==> src/rtl/mem_tgl_master.sv <==
// Toggle req/ack memory initiator: command FIFO feeding one outstanding arbiter transaction.
// Optional watchdog enabled by defining MEM_TGL_TIMEOUT_EN.
module mem_tgl_master #(
  parameter int unsigned AW        = 20,
  parameter int unsigned DW        = 16,
  parameter int unsigned FIFO_LOG2 = 2,
  parameter int unsigned TIMEOUT   = 255
) (
  input  logic          clk,
  input  logic          rst_n,
  input  logic          cmd_vld,
  output logic          cmd_rdy,
  input  logic          cmd_we,
  input  logic [AW-1:0] cmd_addr,
  input  logic [DW-1:0] cmd_dat,
  output logic          rsp_vld,
  output logic [DW-1:0] rsp_dat,
  output logic [AW-1:0] mem_addr,
  output logic [DW-1:0] mem_dat,
  output logic          mem_wr,
  output logic          mem_req,
  input  logic          mem_ack,
  input  logic [DW-1:0] mem_rdat,
  output logic          busy,
  output logic          err_timeout
);

  localparam int unsigned Depth = 2 ** FIFO_LOG2;
  localparam int unsigned EntW  = 1 + AW + DW;

  typedef enum logic [1:0] {StSync, StIdle, StWait} state_e;

  state_e               state_q, state_d;
  logic [EntW-1:0]      fifo_q [Depth];
  logic [FIFO_LOG2:0]   wr_ptr_q, rd_ptr_q;
  logic                 empty, full, push, pop;
  logic                 mem_req_q, mem_req_d, mem_wr_q, mem_wr_d;
  logic [AW-1:0]        mem_addr_q, mem_addr_d;
  logic [DW-1:0]        mem_dat_q, mem_dat_d, rsp_dat_q, rsp_dat_d;
  logic                 rsp_vld_q, rsp_vld_d;

  // Extra pointer bit distinguishes full from empty when the indices match.
  assign empty = (wr_ptr_q == rd_ptr_q);
  assign full  = (wr_ptr_q[FIFO_LOG2] != rd_ptr_q[FIFO_LOG2]) &&
                 (wr_ptr_q[FIFO_LOG2-1:0] == rd_ptr_q[FIFO_LOG2-1:0]);
  assign cmd_rdy = !full;
  assign push    = cmd_vld && !full;

`ifdef MEM_TGL_TIMEOUT_EN
  logic [7:0] cnt_q, cnt_d;
  logic       err_q, err_d;
`endif

  always_comb begin
    state_d    = state_q;
    mem_req_d  = mem_req_q;
    mem_wr_d   = mem_wr_q;
    mem_addr_d = mem_addr_q;
    mem_dat_d  = mem_dat_q;
    rsp_dat_d  = rsp_dat_q;
    rsp_vld_d  = 1'b0;
    pop        = 1'b0;
`ifdef MEM_TGL_TIMEOUT_EN
    cnt_d      = cnt_q;
    err_d      = err_q;
`endif
    unique case (state_q)
      StSync: begin
        if (mem_ack == mem_req_q) state_d = StIdle;
      end
      StIdle: begin
        if (!empty) begin
          pop = 1'b1;
          {mem_wr_d, mem_addr_d, mem_dat_d} = fifo_q[rd_ptr_q[FIFO_LOG2-1:0]];
          mem_req_d = !mem_req_q;
          state_d   = StWait;
`ifdef MEM_TGL_TIMEOUT_EN
          cnt_d     = 8'd0;
`endif
        end
      end
      StWait: begin
        if (mem_ack == mem_req_q) begin
          if (!mem_wr_q) begin
            rsp_dat_d = mem_rdat;
            rsp_vld_d = 1'b1;
          end
          state_d = StIdle;
        end
`ifdef MEM_TGL_TIMEOUT_EN
        else if (cnt_q == 8'(TIMEOUT)) begin
          // Cancel by matching req to ack so the next transaction starts from a clean state.
          err_d     = 1'b1;
          mem_req_d = mem_ack;
          if (!mem_wr_q) begin
            rsp_dat_d = '1;
            rsp_vld_d = 1'b1;
          end
          state_d = StIdle;
        end else begin
          cnt_d = cnt_q + 8'd1;
        end
`endif
      end
      default: state_d = StSync;
    endcase
  end

  always_ff @(negedge clk or negedge rst_n) begin
    if (!rst_n) begin
      state_q    <= StSync;
      wr_ptr_q   <= '0;
      rd_ptr_q   <= '0;
      mem_req_q  <= 1'b0;
      mem_wr_q   <= 1'b0;
      mem_addr_q <= '0;
      mem_dat_q  <= '0;
      rsp_dat_q  <= '0;
      rsp_vld_q  <= 1'b0;
    end else begin
      state_q    <= state_d;
      mem_req_q  <= mem_req_d;
      mem_wr_q   <= mem_wr_d;
      mem_addr_q <= mem_addr_d;
      mem_dat_q  <= mem_dat_d;
      rsp_dat_q  <= rsp_dat_d;
      rsp_vld_q  <= rsp_vld_d;
      if (push) wr_ptr_q <= wr_ptr_q + 1'b1;
      if (pop)  rd_ptr_q <= rd_ptr_q + 1'b1;
    end
  end

  always_ff @(negedge clk) begin
    if (push) fifo_q[wr_ptr_q[FIFO_LOG2-1:0]] <= {cmd_we, cmd_addr, cmd_dat};
  end

`ifdef MEM_TGL_TIMEOUT_EN
  always_ff @(negedge clk or negedge rst_n) begin
    if (!rst_n) begin
      cnt_q <= 8'd0;
      err_q <= 1'b0;
    end else begin
      cnt_q <= cnt_d;
      err_q <= err_d;
    end
  end
  assign err_timeout = err_q;
`else
  assign err_timeout = 1'b0 && (TIMEOUT != 0);
`endif

  assign mem_req  = mem_req_q;
  assign mem_wr   = mem_wr_q;
  assign mem_addr = mem_addr_q;
  assign mem_dat  = mem_dat_q;
  assign rsp_dat  = rsp_dat_q;
  assign rsp_vld  = rsp_vld_q;
  assign busy     = !empty || (state_q != StIdle);

endmodule

==> config.mk <==
export PLATFORM = sky130hd
export DESIGN_NAME = mem_tgl_master
export DESIGN_NICKNAME = d
export VERILOG_FILES = /design/src/rtl/mem_tgl_master.sv
export SDC_FILE = /design/constraint.sdc
export NUM_CORES = 1
export LEC_CHECK = 0
export ABC_AREA = 1
export CAP_MARGIN = 20
export CELL_PAD_IN_SITES_DETAIL_PLACEMENT = 1
export CELL_PAD_IN_SITES_GLOBAL_PLACEMENT = 1
export CORE_MARGIN = 5
export CORE_UTILIZATION = 43
export CTS_CLUSTER_SIZE = 20
export DETAILED_ROUTE_END_ITERATION = 6
export GPL_TIMING_DRIVEN = 0
export PLACE_DENSITY = 0.88
export RECOVER_POWER = 50
export SYNTH_ARGS = -nofsm -noshare
export SYNTH_HDL_FRONTEND = slang
export SYNTH_SLANG_ARGS = --single-unit
==> constraint.sdc <==
create_clock -name clk -period 3.2 [get_ports clk]
set_input_delay 0.64 -clock clk [delete_from_list [all_inputs] [get_ports clk]]
set_output_delay 0.64 -clock clk [all_outputs]
set_load 0.1 [all_outputs]
# [Word level (Yosys, flattened, before mapping)]
# Memories as Yosys holds them, arrays and structs flattened. A register that Yosys moved wholly into a read port is not among the register bits.
# Index checks and enable logic that the tools add are counted.
[op_classes] n_reduce_logical=12 n_mux=10 eq_ne=9 addsub=2 n_bitwise=2
[ops] operator="1-bit two-way mux" n=7
[ops] operator="3-bit by 1-bit adder with 3-bit output (second input constant)" n=2
[ops] operator="1-bit logical NOT" n=4
[ops] operator="2-bit two-way mux" n=2
[ops] operator="2-bit by 1-bit != test with 1-bit output (second input constant)" n=2
[ops] operator="2-bit one-hot mux with 2 select lines" n=1
[ops] operator="2-bit AND reduction" n=2
[ops] operator="3-bit == test" n=1
[ops] operator="3-bit AND reduction" n=1
[ops] operator="2-bit by 1-bit == test with 1-bit output (second input constant)" n=1
[ops] operator="2-bit == test" n=1
[ops] operator="2-bit == test (second input constant)" n=1
[ops] operator="1-bit logical AND" n=2
[ops] operator="2-bit logical NOT" n=1
[ops] operator="2-bit != test (second input constant)" n=1
[ops] operator="1-bit inverter" n=2
[ops] operator="2-bit OR reduction" n=1
[ops] operator="1-bit == test" n=1
[ops] operator="1-bit logical OR" n=1
[ops] operator="1-bit != test" n=1
[word_totals] n_memories=1 reg_bits=26 input_bits=57 elab_cells=42 ram_bits=148
[mem_list] memory="fifo_q" words=4 width=37 rd=1 rd_clocked_by_memory_dff=1 wr=1 line_no="34" text="logic [EntW-1:0] fifo_q [Depth];"

# [Longest topological paths before layout]
# Gate-level depths: netlist of run 1.
[logic_depth] ltp_word=6 mapped_depth=8

==> impl_metrics.toml, run 1 <==
[yosys]
muxShareOfSynthArea = 0
yosysMostFrequentCell = "nand2_1"
synth_nets = 947
yosysWarnings = 0
netlist_instances = 885
synth-compound-area-share = 0.000567
syn_avg_cell_area_sq_um = 9.97
synth_top_family_by_area = "simple AND/OR/NAND/NOR gates"
synth-async-reset-ratio = 0.299
synthAdderAreaFrac = 0.00709
ys_ff_latch = 211
synth_cell_types = 21
synth_simple_gate_area_frac = 0.216
synth_flop_cell = "edfxtp_1"
synth_area_leaders = "edfxtp_1, dfrtn_1, nand2_1, inv_1, nand3_1"
synth-xor-area-share = 0.00482
netlist_top_cells_count = "nand2_1, inv_1, edfxtp_1, nand3_1, dfrtn_1"
synth_top_area_cell = "edfxtp_1"
synth_edf_count = 148
syn_area_sq_um = 8830
synth_top_area_share = 0.504
synth_seq_area_share = 0.682

[route]
drt-met1-wl_mm = 11.6
vias = 7787
drc = 0
wire_per_inst_microns = 22.0
drtPass1Iterations = 5
via_per_inst = 5.14
postRouteAntennaNets = 0
wl_met2_mm = 17.6
drt_iter0_markers = 523
met3_length_mm = 2.44
routed_wl_mm = 33.3
route.top_layer_used = "met4"

[sta]
grt_setup_unrepaired = "true"
worst_slew_pin_slew_ps = 921
relSlewSlack = 0.386
slew_violations = 0
final-hold-violation-count = 0
finalSetupViolations = 57
finalWorstSetupSlack_ps = -771
skew_ps = 124

[clocking]
postCtsHoldBufs = 0
clock-sinks = 211
cts_max_level = 1
cts_made_buffers = 25
cts_tree = "built"
cts_buffer_depth = 3
path_clk_slew_ps = 50
clock_latency_ps = 660
cts_root_buf = "clkbuf_16"

[cells_and_area]
synthToLayoutAreaGrowth_pct = 46.3
nets = 1287
num_antenna_cells = 0
fin_util = 0.638
drive_gt1_frac = 0.157
multiInputGateArea_sq_um = 2100
regArea_sq_um = 6020
fillers = 2198
final_cell_area_sq_um = 12900

[worst_hold_path]
holdCritPathClass = "reg -> reg"
min_path_cells = 2
holdCritStartpoint = "mem_addr[18]"

[pwr]
ir_drop_v = 0.000691
total_power_uw = 16500
power_density_nw_per_um2 = 1280
p_leak_uw = 0.00662

[floorplanning]
ios = 115
num_rows = 52
die_w_microns = 153
die-height_microns = 153
dieArea_sq_um = 23500
core-area_sq_um = 20200
start_util = 0.436

[critical_path]
r2r_start = "wr_ptr_q[1]"
cp.arrival_ps = 3330
cp_common_cell = "buf_12"
cp_slowest_stage_delay_ps = 510
critical_path_depth = 6
startpoint_type = "register"
worstSetupPathType = "reg -> out"
crit_family = "flip-flops"
path_cells = "inv_2 > nand2_2 > nand2_4 > buf_12 > nand3_4 > buf_12"
crit_required_ps = 2560
crit_path_end_kind = "output pin"
critPathMaxFanout = 5
path_buf_inv = 3
cpMaxStageDelayCell = "dfrtn_1"
critPathLaunch = "rd_ptr_q[0]"
reg2regPathDepth = 7

[status]
outcome = "finished, violations left"
violations = "negative setup slack"

[place]
dp_hpwl_mm = 16.0
place_area_sq_um = 10400
gp_congestion = 0.758
port-buffer-count = 113

[global_route]
grt_pass1_vias = 8867
gr-total-overflow = 0
grt_max_degree = 64
grt_pass1_wl_mm = 50.2
antenna_found_initial = 0
grt_use_total = 0.276

[job]
maxCapViolCount = 0
[cell usage in the layout, fill, tap and decap left out, types with 7 or more instances in the layout]
master,count
buf_12,65
clkdlybuf4s50_1,54
clkbuf_1,15
buf_2,18
clkbuf_16,30
buf_4,47
inv_1,303
dfrtn_1,63
inv_2,7
nand2_1,330
edfxtp_1,148
nand3_1,119
[state kept, by name, summed over array words and instances, names as in the netlist]
register	flops
mem_addr	20
rsp_vld	1
fifo_q	148
rsp_dat	16
mem_dat	16
rd_ptr_q	3
state_q	2
wr_ptr_q	3
mem_req	1
mem_wr	1
[final timing paths]
| path | slack (ps) | endpoint |
|---|---|---|
| max in group asynchronous | 850 | rd_ptr_q[1] |
| worst max-delay path | -770 | cmd_rdy |
| worst min register to register | 490 | mem_addr[18] |
| worst min-delay path | 490 | mem_addr[18] |
| min in group asynchronous | 1720 | mem_dat[11] |
| worst max register to register | 540 | state_q[1] |
[per-layer routing]
| layer | vias to the layer above | track usage |
|---|---|---|
| li1 | 3445 | - |
| met1 | 3817 | 0.303 |
| met2 | 405 | 0.496 |
| met3 | 120 | 0.0679 |
| met4 | 0 | 0.140 |
| met5 | - | 0 |
[area by class of cell]
cell class,instances,share of cell area
clock inverters,163,0.0549
plain buffers,38,0.0134
inverters,161,0.0468
multi-input cells,474,0.163
flip-flops and latches,211,0.466
repair buffers,166,0.170
clock buffers,31,0.0592
well taps,270,0.0262
[worst min-delay path: stages (launching register included)]
cell,delay [ps]
dfrtn_1,450
nand2_1,70
nand2_1,50
[cell families (layout without fill, tap and decap cells)]
| logic type | Yosys count | after routing |
|---|---|---|
| and+or+nand+nor | 463 | 463 |
| DFF | 211 | 211 |
| xor gates and xnor gates | 4 | 4 |
| adders and majority gates | 5 | 5 |
| other | 1 | 1 |
| AOI/OAI and AO/OA | 1 | 1 |
| buffers and inverters | 200 | 559 |
[timing repair]
item	in CTS	in global routing
setup buffers	31	18
resized for setup	522	6
pin swaps	10	4
hold endpoints to repair	0	0
gates cloned	0	0
endpoints found under the setup margin	201	68
[where the power goes]
group	internal (uW)	switching, uW	total (uW)
sequential	3790	585	4370
clock	2130	1960	4090
combinational	2620	5410	8030
total	8540	7960	16500
[metrics by stage]
step           hold slack, ps  TNS [ps]  setup slack [ps]  std cells
6_report                  491    -15050              -771       1514
5_1_grt                   508    -16480              -806       1514
4_1_cts                   487    -14440              -703       1496
3_5_place_dp              420   -164330             -1350       1272
3_3_place_gp              415   -363140             -2240       1268
2_1_floorplan             424    -27440              -613        885
No activity file was read; power rests on OpenSTA's default activity.
==> run 2, diff against run 1 <==
--- a/config.mk
+++ b/config.mk
@@ -14,6 +14,7 @@
 export CTS_CLUSTER_SIZE = 20
 export DETAILED_ROUTE_END_ITERATION = 6
 export GPL_TIMING_DRIVEN = 0
+export MAX_ROUTING_LAYER = met4
 export PLACE_DENSITY = 0.88
 export RECOVER_POWER = 50
 export SYNTH_ARGS = -nofsm -noshare
==> impl_metrics.toml, run 2 (synthesis gave the netlist of run 1 again) <==
[pwr]
p_leak_uw = 0.00659
ir_drop_v = 0.000758
power_density_nw_per_um2 = 1270

[job]
maxCapViolCount = 0

[critical_path]
worstSetupPathType = "reg -> out"
cp.arrival_ps = 3350
startpoint_type = "register"
reg2regPathDepth = 7
crit_required_ps = 2560
path_buf_inv = 2
rrSetupSlack_ps = 640
r2r-end = "state_q[1]"
crit_path_end_kind = "output pin"
path_cells = "inv_2 > nand2_2 > nand2_4 > nand4_1 > buf_12"
cp_slowest_stage_delay_ps = 540
cpMaxStageDelayCell = "dfrtn_1"
critPathMaxFanout = 3
crit_family = "flip-flops"
r2r_start = "rd_ptr_q[0]"

[sta]
grt_setup_unrepaired = "true"
slew_violations = 0
final-hold-violation-count = 0
tns_ps = -14950
finalSetupViolations = 57
relSlewSlack = 0.340
skew_ps = 118
finalWorstSetupSlack_ps = -785
worst_slew_pin_slew_ps = 990

[clocking]
clock-sinks = 211
path_clk_slew_ps = 50
cts_buffer_depth = 3
cts_root_buf = "clkbuf_16"
clock_latency_ps = 650
cts_max_level = 1
postCtsHoldBufs = 0
cts_tree = "built"
cts_made_buffers = 25

[global_route]
grt_pass1_vias = 8868
antenna_found_initial = 5
grt_max_degree = 64
grt_use_total = 0.284
gr-total-overflow = 0
grt_pass1_wl_mm = 50.2

[floorplanning]
num_rows = 52
start_util = 0.436
die_w_microns = 153
dieArea_sq_um = 23500
core-area_sq_um = 20200
ios = 115
die-height_microns = 153

[cells_and_area]
synthToLayoutAreaGrowth_pct = 45.8
fillers = 2211
multiInputGateArea_sq_um = 2100
final_cell_area_sq_um = 12900
nets = 1284
largest_reg_flops = 148
layout_commonest_cell = "nand2_1"
regArea_sq_um = 6020
drive_gt1_frac = 0.151
layout_common_cells = "nand2_1, inv_1, edfxtp_1, nand3_1, buf_12"

[place]
gp_congestion = 0.768
dp_hpwl_mm = 16.0
place_area_sq_um = 10400
port-buffer-count = 113

[worst_hold_path]
min_path_cells = 2
holdPathEnd = "mem_addr[18]"
holdCritStartpoint = "mem_addr[18]"
holdCritPathClass = "reg -> reg"

[route]
wire_per_inst_microns = 21.9
postRouteAntennaNets = 0
drc = 0
routed_wl_mm = 33.1
vias = 7782
drtPass1Iterations = 5
drt_iter0_markers = 576
via_per_inst = 5.13

[status]
violations = "negative setup slack"
outcome = "finished, violations left"
-- run 2: cell count changes in the layout (fill, tap and decap cells not counted), sizes merged --
| cell | delta |
|---|---|
| dlymetal6s2s | -1 |
| diode | +5 |
| buf | -9 |
| clkdlybuf4s50 | -37 |
| clkbuf | +7 |
| dlygate4sd3 | +37 |
-- run 2: what timing repair did --
item / in CTS / in global routing
cloned: 0 / 0
gates resized for setup: 522 / 6
setup buffers: 31 / 15
pin swaps: 10 / 5
setup endpoints to repair: 201 / 68
-- run 2: how the worst max path moves through the flow --
stage | to | cells after the start | start | slack [ps]
detailed placement | cmd_rdy | 5 | wr_ptr_q[0] | -1350
CTS | busy | 5 | rd_ptr_q[0] | -700
global route | busy | 3 | wr_ptr_q[1] | -810
floorplan | busy | 2 | wr_ptr_q[1] | -610
finish | busy | 5 | rd_ptr_q[0] | -790
global placement | mem_addr[16] | 1 | rst_n | -2240
-- run 2: worst register-to-register path: stages, from the launching register on --
cell and delay [ps]:
dfrtn_1 540, nand2_2 110, nand2_4 110, clkbuf_4 140, nand3_1 250, nand2_1 360, clkbuf_1 490, o21ai_0 330
-- run 2: cell type report --
class | count | share of cell area
diodes | 5 | 0.000972
plain buffers | 38 | 0.0131
clock buffers | 31 | 0.0594
clock inverters | 163 | 0.0551
inverters | 161 | 0.0470
multi-input cells | 474 | 0.163
flip-flops and latches | 211 | 0.468
well taps | 270 | 0.0263
repair buffers | 163 | 0.167
-- run 2: metal layers --
metal  share of wire  vias up  routed length [microns]  GRT usage
met3           0.067      124                     2230     0.0664
met2            0.53      374                    17600      0.497
met5               0        -                        0          -
li1                -     3442                        -          -
met4           0.049        0                     1630      0.140
met1            0.35     3842                    11700      0.301
-- run 2: per-stage QoR --
stage               instances  total power, uW  utilization  worst slack (ps)  hold slack (ps)
finish                   1516            16400        0.636              -785              489
global route             1516            17100        0.636              -806              508
CTS                      1496            15900        0.630              -703              487
detailed placement       1272            10800        0.514             -1350              420
global placement         1268            10500        0.511             -2240              415
floorplan                 885             8880            -              -613              424
-- run 2: power breakdown --
group          switching, uW  internal (uW)  leakage (uW)  total [uW]
logic                   5390           2540       0.00321        7930
registers                584           3790       0.00215        4370
clock network           1960           2130       0.00123        4090
total                   7930           8460       0.00659       16400
==> run 3, diff against run 2 <==
--- a/config.mk
+++ b/config.mk
@@ -6,6 +6,7 @@
 export NUM_CORES = 1
 export LEC_CHECK = 0
 export ABC_AREA = 1
+export ABC_CLOCK_PERIOD_IN_PS = 3200
 export CAP_MARGIN = 20
 export CELL_PAD_IN_SITES_DETAIL_PLACEMENT = 1
 export CELL_PAD_IN_SITES_GLOBAL_PLACEMENT = 1
==> results of run 3 <==
Final layout, timing and power as in run 2 (identical DEF).
